===== config.mk =====
export PLATFORM = sky130hd
export DESIGN_NAME = lander_telemetry_tx
export DESIGN_NICKNAME = d
export VERILOG_FILES = /design/src/rtl/lander_telemetry_tx.sv
export SDC_FILE = /design/constraint.sdc
export NUM_CORES = 1
export LEC_CHECK = 0
export ABC_AREA = 1
export BUFFER_PORTS_ARGS = -buffer_cell sky130_fd_sc_hd__buf_2
export CORE_MARGIN = 1.5
export CORE_UTILIZATION = 53
export DETAILED_ROUTE_END_ITERATION = 10
export PLACE_DENSITY = 0.88
export SLEW_MARGIN = 10
export SYNTH_ARGS = -nofsm -noshare
export SYNTH_HDL_FRONTEND = slang
export SYNTH_SLANG_ARGS = --single-unit

===== constraint.sdc =====
create_clock -name clk -period 4 [get_ports clk]
set_input_delay 1.2 -clock clk [delete_from_list [all_inputs] [get_ports clk]]
set_output_delay 1.2 -clock clk [all_outputs]
set_load 0.02 [all_outputs]

===== src/rtl/lander_telemetry_tx.sv =====
// Telemetry framer: snapshots the lander's BCD readouts on each update pulse and
// streams them as a 31-byte ASCII line through the byte-wide UART transmit port.
module lander_telemetry_tx #(
    parameter int HOLDOFF       = 1,
    parameter bit SUPPRESS_HALT = 1'b1
) (
    input  logic        clk,
    input  logic        reset,
    input  logic        update,
    input  logic [15:0] alt,
    input  logic [15:0] vel,
    input  logic [15:0] fuel,
    input  logic [15:0] thrust,
    input  logic        land,
    input  logic        fail,
    input  logic        txready,
    output logic [7:0]  txdata,
    output logic        txclk,
    output logic        busy,
    output logic [7:0]  dropped
);

    localparam logic [4:0] LAST_IDX  = 5'd30;
    localparam logic [3:0] HOLD_INIT = 4'(HOLDOFF - 1);

    typedef enum logic [2:0] {
        S_IDLE,
        S_WAIT_RDY,
        S_HOLD,
        S_DONE,
        S_HALT
    } state_t;

    state_t      state, state_d;
    logic [4:0]  byte_idx, byte_idx_d;
    logic [3:0]  hold_cnt, hold_cnt_d;
    logic [7:0]  txdata_d, dropped_d;
    logic        txclk_d, busy_d;
    logic        capture;
    logic        halt_cond;

    logic [15:0] snap_val [4];
    logic [3:0]  snap_neg;
    logic [7:0]  snap_status;

    logic [1:0]  field;
    logic [2:0]  pos;
    logic [15:0] cur_val;
    logic [7:0]  cur_byte;

    // Ten's complement as a nibble-wise nines complement followed by a BCD increment;
    // illegal nibbles pass through the 4-bit arithmetic and surface later as '?'.
    function automatic logic [15:0] bcd_negate(input logic [15:0] v);
        logic [15:0] r;
        logic [3:0]  d;
        logic        carry;
        r     = '0;
        carry = 1'b1;
        for (int i = 0; i < 4; i++) begin
            d = 4'd9 - v[4*i +: 4];
            if (carry) begin
                if (d == 4'd9) begin
                    d = 4'd0;
                end else begin
                    d     = d + 4'd1;
                    carry = 1'b0;
                end
            end
            r[4*i +: 4] = d;
        end
        return r;
    endfunction

    function automatic logic [7:0] digit_char(input logic [3:0] n);
        return (n <= 4'd9) ? (8'h30 + {4'h0, n}) : 8'h3F;
    endfunction

    function automatic logic [7:0] field_tag(input logic [1:0] f);
        case (f)
            2'd0:    return 8'h41;
            2'd1:    return 8'h56;
            2'd2:    return 8'h46;
            default: return 8'h54;
        endcase
    endfunction

    // NOTE: snapshot registers are always loaded before they are read, so they carry no reset.
    always_ff @(posedge clk) begin
        if (capture) begin
            snap_val[0] <= alt[15]    ? bcd_negate(alt)    : alt;
            snap_val[1] <= vel[15]    ? bcd_negate(vel)    : vel;
            snap_val[2] <= fuel[15]   ? bcd_negate(fuel)   : fuel;
            snap_val[3] <= thrust[15] ? bcd_negate(thrust) : thrust;
            snap_neg    <= {thrust[15], fuel[15], vel[15], alt[15]};
            snap_status <= land ? 8'h4C : (fail ? 8'h58 : 8'h2D);
        end
    end

    // Each of the four fields occupies 7 bytes: tag, sign, four digits, space.
    always_comb begin
        field    = 2'd0;
        pos      = 3'd0;
        if (byte_idx < 5'd7) begin
            pos = byte_idx[2:0];
        end else if (byte_idx < 5'd14) begin
            field = 2'd1;
            pos   = 3'(byte_idx - 5'd7);
        end else if (byte_idx < 5'd21) begin
            field = 2'd2;
            pos   = 3'(byte_idx - 5'd14);
        end else if (byte_idx < 5'd28) begin
            field = 2'd3;
            pos   = 3'(byte_idx - 5'd21);
        end
        cur_val = snap_val[field];
        case (pos)
            3'd0:    cur_byte = field_tag(field);
            3'd1:    cur_byte = snap_neg[field] ? 8'h2D : 8'h2B;
            3'd2:    cur_byte = digit_char(cur_val[15:12]);
            3'd3:    cur_byte = digit_char(cur_val[11:8]);
            3'd4:    cur_byte = digit_char(cur_val[7:4]);
            3'd5:    cur_byte = digit_char(cur_val[3:0]);
            default: cur_byte = 8'h20;
        endcase
        if (byte_idx == 5'd28) cur_byte = snap_status;
        if (byte_idx == 5'd29) cur_byte = 8'h0D;
        if (byte_idx == 5'd30) cur_byte = 8'h0A;
    end

    assign halt_cond = SUPPRESS_HALT && (snap_status != 8'h2D);

    // NOTE: every signal assigned here gets a default first, so no latch can be inferred.
    always_comb begin
        state_d    = state;
        byte_idx_d = byte_idx;
        hold_cnt_d = hold_cnt;
        txdata_d   = txdata;
        txclk_d    = 1'b0;
        capture    = 1'b0;
        dropped_d  = dropped;
        if (update && state != S_IDLE && dropped != 8'hFF) begin
            dropped_d = dropped + 8'd1;
        end
        case (state)
            S_IDLE: begin
                if (update) begin
                    capture = 1'b1;
                    state_d = S_WAIT_RDY;
                end
            end
            S_WAIT_RDY: begin
                if (txready) begin
                    txdata_d   = cur_byte;
                    txclk_d    = 1'b1;
                    hold_cnt_d = HOLD_INIT;
                    state_d    = S_HOLD;
                end
            end
            S_HOLD: begin
                if (hold_cnt != 4'd0) begin
                    hold_cnt_d = hold_cnt - 4'd1;
                end else if (byte_idx == LAST_IDX) begin
                    byte_idx_d = 5'd0;
                    state_d    = S_DONE;
                end else begin
                    byte_idx_d = byte_idx + 5'd1;
                    state_d    = S_WAIT_RDY;
                end
            end
            // One closing cycle keeps the frame period uniform before busy drops.
            S_DONE:  state_d = halt_cond ? S_HALT : S_IDLE;
            S_HALT:  state_d = S_HALT;
            default: state_d = S_IDLE;
        endcase
        busy_d = (state_d == S_WAIT_RDY) || (state_d == S_HOLD) || (state_d == S_DONE);
    end

    // NOTE: sequential state uses non-blocking assignments so all registers update together.
    always_ff @(posedge clk or negedge reset) begin
        if (!reset) begin
            state    <= S_IDLE;
            byte_idx <= 5'd0;
            hold_cnt <= 4'd0;
            txdata   <= 8'h00;
            txclk    <= 1'b0;
            busy     <= 1'b0;
            dropped  <= 8'd0;
        end else begin
            state    <= state_d;
            byte_idx <= byte_idx_d;
            hold_cnt <= hold_cnt_d;
            txdata   <= txdata_d;
            txclk    <= txclk_d;
            busy     <= busy_d;
            dropped  <= dropped_d;
        end
    end

endmodule


Word level (Yosys, flattened, before mapping)
Memories as Yosys holds them, arrays and structs flattened.
Cells that the tools add are included.
Widths: inputs -> output; s select.
{"block": "word_totals", "reg_bits": 42, "ram_bits": 64, "wordCells": 229, "memories": 1}
{"memory": "snap_val", "depth": 4, "width": 16, "read_ports": 1, "rd_clocked_by_memory_dff": 0, "wr": 4, "line": "42", "text": "logic [15:0] snap_val [4];"}
{"block": "classes", "add_sub_neg": 42, "magnitude_cmp": 9, "eq_ne": 37, "mux": 117, "bitwise": 1, "n_reduce_logical": 13}
{"op": "$mux 4", "count": 46}
{"op": "$add 4x1->4 const B", "count": 16}
{"op": "$eq 4x4->1 const B", "count": 16}
{"op": "$mux 16", "count": 4}
{"op": "$sub 4x4->4 const A", "count": 16}
{"op": "$pmux 8 s6", "count": 1}
{"op": "$mux 1", "count": 39}
{"op": "$mux 7", "count": 5}
{"op": "$add 6x4->7 const A", "count": 4}
{"op": "$mux 3", "count": 9}
{"op": "$mux 8", "count": 3}
{"op": "$eq 3x2->1 const B", "count": 6}
{"op": "$le 4x4->1 const B", "count": 4}
{"op": "$eq 5x5->1 const B", "count": 3}
{"op": "$pmux 3 s5", "count": 1}
{"op": "$pmux 5 s3", "count": 1}
{"op": "$lt 5x5->1 const B", "count": 2}
{"op": "$mux 2", "count": 5}
{"op": "$eq 3x1->1 const B", "count": 3}
{"op": "$eq 3x3->1 const B", "count": 3}
{"op": "$sub 3x3->3 const B", "count": 3}
{"op": "$add 8x1->8 const B", "count": 1}
{"op": "$ne 8x6->1 const B", "count": 1}
{"op": "$ne 8x8->1 const B", "count": 1}
{"op": "21 further kinds", "count": 26}

Depth between registers and ports, before layout
{"block": "logic_depth", "ltp_word": 12, "mapped_depth": 20, "depth_no_buf": 19}

Least setup slack after synthesis
OpenSTA, ideal clock, no wires.
{"block": "synth_timing", "path_kind": "input port to flip-flop", "startpoint": "in update", "endpoint": "reg snap_neg[0] (enable)", "arrival_ns": 4.251, "required_time_ns": 3.495, "setup_slack_ns": -0.756, "cell_stages": 2, "cell_sequence": "inv_1 nor2_1"}
{"block": "synth_via", "elab_chain_cells": 2}
{"item": "start, declared", "line": "9", "text": "input logic update,"}
{"item": "$mux 1", "line": "146", "text": "if (update) begin"}
{"item": "$mux 1", "line": "144", "text": "case (state)"}
{"item": "net capture", "line": "39", "text": "logic capture;"}
{"item": "end signal, assigned", "line": "94", "text": "snap_neg <= {thrust[15], fuel[15], vel[15], alt[15]};"}
{"item": "end, declared", "line": "43", "text": "logic [3:0] snap_neg;"}
The timed path passes the listed nets, and every way through them passes these cells.
A chain may end at the register's enable or synchronous reset.

Worst setup path in the final report
{"block": "layout_timing", "startpoint": "reg byte_idx[2]", "endpoint": "reg txdata[0]"}
{"block": "layout_via", "elab_chain_cells": 12, "word_cells_on_any_way": 45, "cone_classes": "7 x add/sub; 8 x order compare; 10 x eq/ne; 17 x mux; 2 x reduce/logical; 1 x memory"}
{"item": "start, declared", "line": "35", "text": "logic [4:0] byte_idx, byte_idx_d;"}
{"item": "start signal, assigned", "line": "190", "text": "byte_idx <= byte_idx_d;"}
{"item": "$lt 5x5->1", "line": "111", "text": "end else if (byte_idx < 5'd28) begin"}
{"item": "$mux 2", "line": "111"}
{"item": "$mux 2", "line": "108", "text": "end else if (byte_idx < 5'd21) begin"}
{"item": "$mux 2", "line": "105", "text": "end else if (byte_idx < 5'd14) begin"}
{"item": "$mux 2", "line": "103", "text": "if (byte_idx < 5'd7) begin"}
{"item": "$mem_v2 4x16"}
{"item": "$add 6x4->7 / $le 4x4->1 (equally long branches)", "line": "75", "text": "return (n <= 4'd9) ? (8'h30 + {4'h0, n}) : 8'h3F;"}
{"item": "$mux 7", "line": "75"}
{"item": "$pmux 8 s6", "line": "116", "text": "case (pos)"}
{"item": "$mux 8", "line": "125", "text": "if (byte_idx == 5'd28) cur_byte = snap_status;"}
{"item": "$mux 8", "line": "126", "text": "if (byte_idx == 5'd29) cur_byte = 8'h0D;"}
{"item": "$mux 8 (*)", "line": "127", "text": "if (byte_idx == 5'd30) cur_byte = 8'h0A;"}
{"item": "end signal, assigned", "line": "192", "text": "txdata <= txdata_d;"}
{"item": "end, declared", "line": "17", "text": "output logic [7:0] txdata,"}
Every way passes the cells marked *; elsewhere a longest branch is shown, timed or not.

==> metrics <==
Hold Buf Count CTS=0; power density cells=483 nW/um^2; Die X-Extent=118 um; Syn Nets=978; clk sink count=101; Slew HR=59.3%; area of the multi-input gates=3520 um^2; CP Class=register to register; largest net degree at the start of global routing=74; Worst-path clk slew=0.07 ns; Die ar.=13,900 um^2; top post-synthesis cells by area=edfxtp_1 31%, nand2_1 12%, dfrtp_1 10%; fin area=7810 um^2; Final setup viols=0; largest area contributor in the netlist=edfxtp_1; Placement Cell Area=7520 um^2; Slew @ Worst Pin=0.611 ns; DP Worst Slack=0.678 ns; Synth top area share=31.0%; Clock Skews=0.00644 ns; antenna viol nets, final=0; vias per inst=5.38; max cap viols=0; share of cells above drive strength 1=13.8%; Fill cells=1,103; PortBufs=86; register area=2890 um^2; Max Slew Vio Count=0; via count=6,014; final setup TNS=0 ns; Period minus WS final=2.99 ns; GR Util All Layers=21.8%; Netlist Area Pre-Place=6980 um^2; most instantiated cells after synthesis=218 x nand2_1, 109 x inv_1, 79 x nand3_1; Synth Register Bits=101; CTS HTree Levels=3; Crit path required time=4.23 ns; # diodes=0; crit path DAT=3.22 ns; Post-Syn Instances=866; worst skew pair latency=0.35 ns; Layout Utilization=61.4%; Layout Area Growth over Synthesis=11.9%; first-pass GRT wire length=24,800 um; ys flop type=edfxtp_1; Initial Util=54.9%; Pleak=3.63 nW; Post-CTS Setup Bufs=0; initial antenna violation count=0; Site Rows=41; die height=118 um; final worst slack=1.01 ns; DRC=0; Min-Delay Path Class=register to register; grt ovf=0; Clock Tree Root=clkbuf_16; drt first pass iters=5; fmax=334 MHz; initial drt markers=561; Critical Path Source Type=register; Power Total=3.77 mW; Post-synth EDFFs=72; CTS Buf Count=9; most numerous cell in the Yosys netlist=nand2_1; VDD IR max=0.305 mV; Crit Path Max Fanout=22; Post-Route WL=14,800 um; post-CTS sizing=0; RSZ-0062 raised after global routing=false; core area=12,700 um^2; CTS Buffer Depth=2; drt wl/cell=13.3 um; status=finished, final reports clean; gp weighted congestion=0.933; sequential share of the synthesized area=41.4%; CTS tree=yes; hpwl dp=11,400 um; Async S/R FF share, synth=28.7%; # IOs=88; Post-layout nets=1,052; vias in the first global route=5,565; Distinct cells, synth=48; Final Hold Vio Count=0; syn_area_per_cell=8.06 um^2; period utilisation layout=74.7%; synth warn=0; Crit. End Element=register
[placed cells by master, fill, tap and decap left out, drive strengths merged, types with 2 or more instances in the layout]
cell type / count
clkbuf: 10
xnor2: 33
nor4: 7
nor2: 60
inv: 118
xor2: 28
buf: 87
nand2: 226
a31oi: 2
or2: 3
a22oi: 3
dfrtp: 29
clkinv: 5
o21ai: 63
o21bai: 2
edfxtp: 72
o31ai: 4
ha: 42
nand4: 10
o22ai: 7
nor3: 20
a21oi: 16
o32ai: 3
nor3b: 5
nand3: 81
[state kept, by name, summed over array words and instances (netlist names)]
| signal | count |
|---|---|
| byte_idx | 5 |
| snap_neg | 4 |
| txdata | 7 |
| busy | 1 |
| state | 3 |
| txclk | 1 |
| snap_status | 4 |
| snap_val | 64 |
| hold_cnt | 4 |
| dropped | 8 |
[worst max-delay path, cell delays in order, from the launching register on]
cell and delay, ns:
dfrtp_1 0.52, ha_1 0.27, nand2_1 0.10, nand2_2 0.38, inv_1 0.16, a21oi_4 0.37, nand2_1 0.16, nand3_1 0.10
o21ai_1 0.13, nand2_2 0.11, nand2_1 0.07, nand2_1 0.06, nand3_1 0.09, o21bai_1 0.13, nand2_1 0.06, nand2_1 0.07
nand2_1 0.07
[power breakdown]
| group | leakage [nW] | internal (mW) | total, mW | switching (mW) |
|---|---|---|---|---|
| Sequential | 1.05 | 1.49 | 1.67 | 0.172 |
| Combinational | 2.44 | 0.432 | 1.26 | 0.824 |
| Clock | 0.144 | 0.442 | 0.851 | 0.409 |
[worst paths after layout]
| path | start | to | slack, ns | cells past startpoint |
|---|---|---|---|---|
| max | byte_idx[2]$_DFFE_PN0P_ | txdata[0]$_DFFE_PN0P_ | 1.01 | 16 |
| min | txdata[6]$_DFFE_PN0P_ | txdata[6]$_DFFE_PN0P_ | 0.48 | 2 |
| max reg2reg | byte_idx[2]$_DFFE_PN0P_ | txdata[0]$_DFFE_PN0P_ | 1.01 | 16 |
| min reg2reg | txdata[6]$_DFFE_PN0P_ | txdata[6]$_DFFE_PN0P_ | 0.48 | 2 |
| max in group asynchronous | reset | dropped[6]$_DFFE_PN0P_ | 2.74 | 1 |
| min in group asynchronous | reset | hold_cnt[1]$_DFFE_PN0P_ | 0.86 | 1 |
[logic make-up after synthesis]
kind of cell    count (synthesis)  share of synthesized area, %
flops                         101                          41.4
buf+inv                       141                          8.28
mux                             1                         0.161
compound gates                104                          8.62
xor+xnor                       61                          7.65
simple gates                  415                          26.3
other cells                     1                        0.0537
fa+ha+maj                      42                          7.53
[layout make-up]
cell class / instances / share of cell area, %
timing repair buffer: 87 / 5.77
multi-input combinational: 624 / 45.1
clock buffer: 10 / 2.93
sequential: 101 / 37.0
tap: 172 / 2.76
clock inverter: 6 / 0.833
inverter: 117 / 5.64
[per-stage QoR]
step / std cells / hold slack, ns
floorplan: 866 / 0.480
global placement: 1101 / 0.464
detailed placement: 1101 / 0.474
CTS: 1117 / 0.489
global route: 1117 / 0.517
finish: 1117 / 0.482
[per-layer routing]
layer  global-route usage (%)  up-vias  routed length [um]
li1                         -     3002                   -
met1                     26.6     2729                6250
met2                     37.7      229                7150
met3                     3.73       54                 832
met4                     9.76        0                 603
met5                        0        -                   0
Power figures use the tool's default switching activity.
